<file path="src/rtl/button_event_decoder.sv">
// button_event_decoder (rev 1.0): press/release/short/long/auto-repeat event decoder for a debounced button.
// Define BUTTON_EVENT_REPEAT_EN to build the auto-repeat counter; otherwise repeatPulse is tied low.
`default_nettype none

module button_event_decoder #(
  parameter int TICK_DIV     = 50000,
  parameter int LONG_TICKS   = 1000,
  parameter int REPEAT_TICKS = 200
) (
  input  logic        clk,
  input  logic        resetN,
  input  logic        enable,
  input  logic        buttonIn,
  output logic        pressPulse,
  output logic        releasePulse,
  output logic        shortPress,
  output logic        longPress,
  output logic        repeatPulse,
  output logic        held,
  output logic [15:0] holdTicks
);

  localparam int              PW        = (TICK_DIV > 1) ? $clog2(TICK_DIV) : 1;
  localparam logic [PW-1:0]   PRESC_MAX = PW'(TICK_DIV - 1);
  localparam logic [15:0]     LONG_VAL  = 16'(LONG_TICKS);

  typedef enum logic [1:0] {
    IDLE      = 2'd0,
    PRESSED   = 2'd1,
    LONG_HELD = 2'd2
  } state_t;

  state_t        state_q, state_d;
  logic          prevBtn_q;
  logic [PW-1:0] presc_q, presc_d;
  logic [15:0]   holdTicks_q, holdTicks_d;
  logic          pressPulse_q, pressPulse_d;
  logic          releasePulse_q, releasePulse_d;
  logic          shortPress_q, shortPress_d;
  logic          longPress_q, longPress_d;
  logic          held_q, held_d;

  logic          rise, fall, tick;
  logic [15:0]   holdInc;

  assign rise    = buttonIn & ~prevBtn_q;
  assign fall    = ~buttonIn & prevBtn_q;
  assign tick    = (presc_q == PRESC_MAX);
  assign holdInc = (holdTicks_q == 16'hFFFF) ? holdTicks_q : holdTicks_q + 16'd1;

  always_comb begin
    state_d        = state_q;
    presc_d        = presc_q;
    holdTicks_d    = holdTicks_q;
    pressPulse_d   = 1'b0;
    releasePulse_d = 1'b0;
    shortPress_d   = 1'b0;
    longPress_d    = 1'b0;

    if (!enable) begin
      state_d = IDLE;
    end else begin
      presc_d = tick ? '0 : presc_q + PW'(1);
      if (rise) begin
        presc_d = '0;
      end
      // A release always takes priority over a coincident tick.
      case (state_q)
        IDLE: begin
          if (rise) begin
            state_d      = PRESSED;
            pressPulse_d = 1'b1;
            holdTicks_d  = 16'd0;
          end
        end
        PRESSED: begin
          if (fall) begin
            state_d        = IDLE;
            shortPress_d   = 1'b1;
            releasePulse_d = 1'b1;
          end else if (tick) begin
            holdTicks_d = holdInc;
            if (holdInc == LONG_VAL) begin
              state_d     = LONG_HELD;
              longPress_d = 1'b1;
            end
          end
        end
        LONG_HELD: begin
          if (fall) begin
            state_d        = IDLE;
            releasePulse_d = 1'b1;
          end else if (tick) begin
            holdTicks_d = holdInc;
          end
        end
        default: state_d = IDLE;
      endcase
    end

    held_d = (state_d != IDLE);
  end

  always_ff @(posedge clk or negedge resetN) begin
    if (!resetN) begin
      state_q        <= IDLE;
      prevBtn_q      <= 1'b0;
      presc_q        <= '0;
      holdTicks_q    <= 16'd0;
      pressPulse_q   <= 1'b0;
      releasePulse_q <= 1'b0;
      shortPress_q   <= 1'b0;
      longPress_q    <= 1'b0;
      held_q         <= 1'b0;
    end else begin
      state_q        <= state_d;
      prevBtn_q      <= buttonIn;
      presc_q        <= presc_d;
      holdTicks_q    <= holdTicks_d;
      pressPulse_q   <= pressPulse_d;
      releasePulse_q <= releasePulse_d;
      shortPress_q   <= shortPress_d;
      longPress_q    <= longPress_d;
      held_q         <= held_d;
    end
  end

`ifdef BUTTON_EVENT_REPEAT_EN
  localparam int            RW      = (REPEAT_TICKS > 1) ? $clog2(REPEAT_TICKS) : 1;
  localparam logic [RW-1:0] REP_MAX = RW'(REPEAT_TICKS - 1);

  logic [RW-1:0] rep_q, rep_d;
  logic          repeatPulse_q, repeatPulse_d;
  logic          enterLong, repTick;

  assign enterLong = (state_q == PRESSED) && (state_d == LONG_HELD);
  assign repTick   = (state_q == LONG_HELD) && (state_d == LONG_HELD) && tick;

  always_comb begin
    rep_d         = rep_q;
    repeatPulse_d = 1'b0;
    if (enterLong) begin
      rep_d = '0;
    end else if (repTick) begin
      if (rep_q == REP_MAX) begin
        rep_d         = '0;
        repeatPulse_d = 1'b1;
      end else begin
        rep_d = rep_q + RW'(1);
      end
    end
  end

  always_ff @(posedge clk or negedge resetN) begin
    if (!resetN) begin
      rep_q         <= '0;
      repeatPulse_q <= 1'b0;
    end else begin
      rep_q         <= rep_d;
      repeatPulse_q <= repeatPulse_d;
    end
  end

  assign repeatPulse = repeatPulse_q;
`else
  assign repeatPulse = 1'b0;
`endif

  assign pressPulse   = pressPulse_q;
  assign releasePulse = releasePulse_q;
  assign shortPress   = shortPress_q;
  assign longPress    = longPress_q;
  assign held         = held_q;
  assign holdTicks    = holdTicks_q;

endmodule

`default_nettype wire

</file>
<file path="config.mk">
export PLATFORM = sky130hd
export DESIGN_NAME = button_event_decoder
export DESIGN_NICKNAME = d
export VERILOG_FILES = /design/src/rtl/button_event_decoder.sv
export SDC_FILE = /design/constraint.sdc
export NUM_CORES = 1
export LEC_CHECK = 0
export CAP_MARGIN = 15
export CORE_ASPECT_RATIO = 0.8
export CORE_UTILIZATION = 62
export CTS_CLUSTER_DIAMETER = 100
export DETAILED_ROUTE_END_ITERATION = 6
export PLACE_DENSITY_LB_ADDON = 0.25
export SKIP_CTS_REPAIR_TIMING = 1
export SLEW_MARGIN = 25
export SYNTH_ARGS = -nofsm -noshare
export SYNTH_HDL_FRONTEND = slang
export SYNTH_SLANG_ARGS = --single-unit
</file>
<file path="constraint.sdc">
create_clock -name clk -period 6.3 [get_ports clk]
set_input_delay 1.26 -clock clk [delete_from_list [all_inputs] [get_ports clk]]
set_output_delay 1.26 -clock clk [all_outputs]
set_load 0.03 [all_outputs]
</file>
* Word level (Yosys, flattened, before mapping) *
Cells that the tools add are included.

storage, ports and cells
  register bits = 40
  latch bits = 0
  RAM bits = 0
  memory bits (read-only) = 0
  input port bits = 4
  output and inout bits = 22
  logic and storage cells = 55
  memories kept = 0

operators by class
  $add $sub $neg = 2
  multipliers = 0
  div/mod/pow operators = 0
  $lt $le $gt $ge = 0
  equality and inequality tests = 8
  shifts and indexed selects = 0
  multiplexer cells = 27
  bitwise logic cells = 4
  reduce and logical (&&, ||, !) cells = 5

operators with widths
  kind                     number
  $mux W16                 6
  $add A16 B1 Y16 const B  2
  $eq A16 B16 Y1 const B   2
  $pmux W16 S2             1
  $eq A16 B10 Y1 const B   1
  $mux W1                  13
  $mux W2                  6
  $pmux W2 S3              1
  $reduce_and A5 Y1        1
  $ne A2 B2 Y1 const B     2
  $reduce_bool A2 Y1       2
  $and A1 B1 Y1            2
  $eq A2 B1 Y1 const B     1
  $eq A2 B2 Y1 const B     1
  $logic_not A2 Y1         1
  $ne A2 B1 Y1 const B     1
  $not A1 Y1               2
  $reduce_or A2 Y1         1

* Longest topological paths before layout *
  word-level depth = 9
  gate-level depth with buffers = 9

* Worst setup path before layout *
Ideal clock, no wire load.

  kind = reg2reg
  start = reg holdTicks_q[1], in the netlist holdTicks[1]
  end = reg longPress_q, in the netlist longPress
  arrival time = 2.296 ns
  data required time = 6.233 ns
  setup slack = 3.937 ns
  cell stages (with the launch flop) = 9
  path buffers = 1
  path through = dfrtp_1 ha_1 buf_2 nand4_1 nor4_1 mux2_2 nor2_1 nor4b_1 and3_1

on the way
  word-level cells in the longest chain between the ends = 8
  elaborated cells between the ends (all ways) = 9
  those cells by class = 1 x add/sub; 2 x eq/ne; 6 x mux

RTL lines
  element                                                   RTL line  source
  start, declared                                           36        logic [15:0] holdTicks_q, holdTicks_d;
  start signal, assigned                                    119       holdTicks_q <= holdTicks_d;
  $add A16 B1 Y16 / $eq A16 B16 Y1 (equally long branches)  49        assign holdInc = (holdTicks_q == 16'hFFFF) ? holdTicks_q : holdTicks_q + 16'd1;
  $mux W16 (*)                                              49
  $eq A16 B10 Y1 (*)                                        83        if (holdInc == LONG_VAL) begin
  $mux W1 (*)                                               83
  $mux W1 (*)                                               81        end else if (tick) begin
  $mux W1 (*)                                               77        if (fall) begin
  $mux W1 (*)                                               68        case (state_q)
  $mux W1 (*)                                               60        if (!enable) begin
  net longPress_d                                           40        logic longPress_q, longPress_d;
  end signal, assigned                                      123       longPress_q <= longPress_d;
  end, declared                                             40

The timed path passes the listed nets; every way through them passes the cells marked *.
A chain may end at the register's enable or synchronous reset.

* Worst setup path after layout *
  start = in buttonIn
  end = reg holdTicks_q[8], in the netlist holdTicks[8]

on the way
  word-level cells in the longest chain between the ends = 4
  elaborated cells between the ends (all ways) = 6
  those cells by class = 2 x eq/ne; 3 x bitwise; 1 x reduce/logical

RTL lines
  element                          RTL line  source
  start, declared                  13        input logic buttonIn,
  $not A1 Y1                       47        assign fall = ~buttonIn & prevBtn_q;
  $and A1 B1 Y1                    47
  $ne A2 B2 Y1 (no line)           n/a
  $reduce_and A5 Y1 (no line) (*)  n/a

Mark *: on every way between the ends. The rest lies on a longest branch, timed or not.

==> qor.csv <==
metric,value,unit
status,"finished, final reports clean",
grt_usage,30.5,%
intPower,0.000372,W
timing.critical_path.from,buttonIn,
hold_path.class,reg2reg,
final_cells,367,
layout_commonest_cell,dfrtp_1,
dr.pass1.iters,5,
viasPerCell,6.47,
drive_above_1_share,7.69,%
synth_adder_area_share,2.85,%
power.switching,0.000157,W
rsz0062_at_grt,no,
clock_skew,0.00796,ns
cts_buffer_depth,2,
timing.rr.start,holdTicks[0],
synth_top_family_by_area,simple AND/OR/NAND/NOR gates,
hpwl,4.26,mm
clkPwrFrac,31.0,%
nFillCells,309,
slew_headroom,41.2,%
cts_tree,built,
dp.cells,360,
h-tree-depth,2,
drv_cap,0,
critical-path-slowest-cell,clkdlybuf4s50_1,
worstSetupPathType,in2reg,
vias,2374,
worstHoldStart,presc_q[11],
die_area,0.00451,sq mm
syn_area_per_cell,8.83,sq um
p_leak,1.21,nW
peakVddDrop,0.110,mV
grt_pass1_vias,2070,
synth_compound_area_share,16.2,%
synth_xor_area_share,3.99,%
synthCells,298,
overflow,0,
initial_core_util,67.0,%
combPwrFrac,13.4,%
cp_num_buf_inv,1,
hold_violations,0,
worst_slew_pin_slew,0.882,ns
final_cell_mix,"dfrtp_1 (40), nand2_1 (32), nor2_1 (31), clkdlybuf4s50_1 (23), nand3_1 (18)",
drc,0,
max_freq,0.336,GHz
cp-end-kind,register,
die_y,60.3,microns
final_core_util,74.5,%
min_period_over_period,47.3,%
crit_chain,clkdlybuf4s50_1 -> nor2_1 -> a2111oi_4 -> o21a_1 -> nand3_4 -> o31ai_2,
p_per_area,181,mW/mm^2
place_congestion,0.899,
power.share.switching,29.7,%
synth_seq_cells,40,
portBuffers,24,
netlist_area,0.00263,sq mm
synthesis.nets,308,
report.final.slew_viol_count,0,
antenna_found_initial,0,
rows,20,
diodes,0,
setup_violations,0,
syn2layout_area_growth,11.2,%
ant_nets,0,
synth_simple_gate_area_share,33.2,%
synth_mux_area_share,1.66,%
crit_fanout,10,
cp.arrival,3.19,ns
required,6.51,ns
cpPeakStageDelay,0.59,ns
p_seq_share,55.6,%
cts_root_buf,clkbuf_8,
clock_latency,0.30,ns
synth_edf_count,0,
crit_family,compound AO/OA/AOI/OAI gates,
cts_buffers,5,
seq_area_frac_synth,38.0,%
fin_tns_setup,0,ns
async_flop_share,100,%
yosys_warnings,0,
avgRoutedWirePerCell,16.6,microns
path_clk_slew,0.08,ns
drt_iter0_markers,229,
start_kind,primary input,
num_io_pins,26,
fin_ws,3.32,ns
grt_pass1_wl,10.1,mm
wl,6.08,mm
synthFlopType,dfrtp_1,
fin_crit,2.98,ns
nets,322,
core,0.00393,sq mm
cts_sinks,40,
grt_max_degree,41,
hold_slack,0.547,ns
synth.distinct_cells,60,
die_w,74.9,microns
pre_cts_ws,3.06,ns
==> area by class of cell <==
| class | count | area, sq um | area share [%] |
|---|---|---|---|
| multi-input combinational | 236 | 1530 | 52.1 |
| sequential | 40 | 1000 | 34.2 |
| timing repair buffer | 24 | 235 | 8.03 |
| clock buffer | 6 | 72.6 | 2.48 |
| tap | 55 | 68.8 | 2.35 |
| inverter | 5 | 18.8 | 0.641 |
| clock inverter | 1 | 5.00 | 0.171 |
==> registers in the layout, summed over array words and instances, names as in the netlist <==
signal	cells
held	1
holdTicks	16
longPress	1
presc_q	16
pressPulse	1
prevBtn_q	1
releasePulse	1
shortPress	1
state_q	2
==> through the flow <==
step / total power [W] / area [sq um]
after floorplan: 0.000341 / 2630
after global placement: 0.000365 / 2850
after detailed placement: 0.000367 / 2850
after CTS: 0.000528 / 2930
after global routing: 0.000552 / 2930
final: 0.000529 / 2930
==> Yosys cell counts, drive strengths merged, types with 3 or more instances <==
cell type	n	area (sq um)
a21oi	15	75.1
dfrtp	40	1000
and4	5	43.8
nor4	6	50.0
nand2	33	131
mux2	3	33.8
buf	11	63.8
nand3	19	108
ha	6	75.1
and3	10	62.6
o31ai	5	52.6
xor2	9	78.8
or3	4	25.0
inv	5	18.8
o21ai	20	104
a31oi	7	43.8
nand4	17	134
nor2b	3	18.8
nand2b	5	31.3
clkbuf	6	22.5
xnor2	3	26.3
nor2	31	116
nor3	6	30.0
==> power by group through the flow <==
stage               registers [W]  logic [W]  clock network, W
floorplan                0.000295  0.0000461                 0
global placement         0.000297  0.0000684                 0
detailed placement       0.000297  0.0000700                 0
CTS                      0.000293  0.0000708          0.000164
global route             0.000296  0.0000780          0.000178
finish                   0.000294  0.0000710          0.000164
==> kinds of logic after synthesis <==
| kind of cell | count (synthesis) |
|---|---|
| AO/OA/AOI/OAI | 61 |
| multiplexers | 4 |
| AND/OR/NAND/NOR | 152 |
| other | 1 |
| XOR/XNOR | 12 |
| buffers and inverters | 22 |
| flip-flops | 40 |
| adder cells (fa/ha/maj) | 6 |
==> metal layers <==
metal | routed length, microns | global-route usage, % | part of all wire, %
met5 | 0 | 0 | 0
met4 | 116 | 11.9 | 1.9
met3 | 528 | 9.11 | 8.7
met2 | 2530 | 40.3 | 42
met1 | 2900 | 45.8 | 48
==> path summary, 6_finish.rpt <==
check,slack [ns],end,cells past startpoint
max,3.32,holdTicks[8],6
min,0.55,presc_q[11],1
max reg2reg,3.35,longPress,7
min reg2reg,0.55,presc_q[11],1
max in group asynchronous,4.66,holdTicks[14],1
min in group asynchronous,1.08,holdTicks[1],1
No activity file was read; power rests on OpenSTA's default activity.
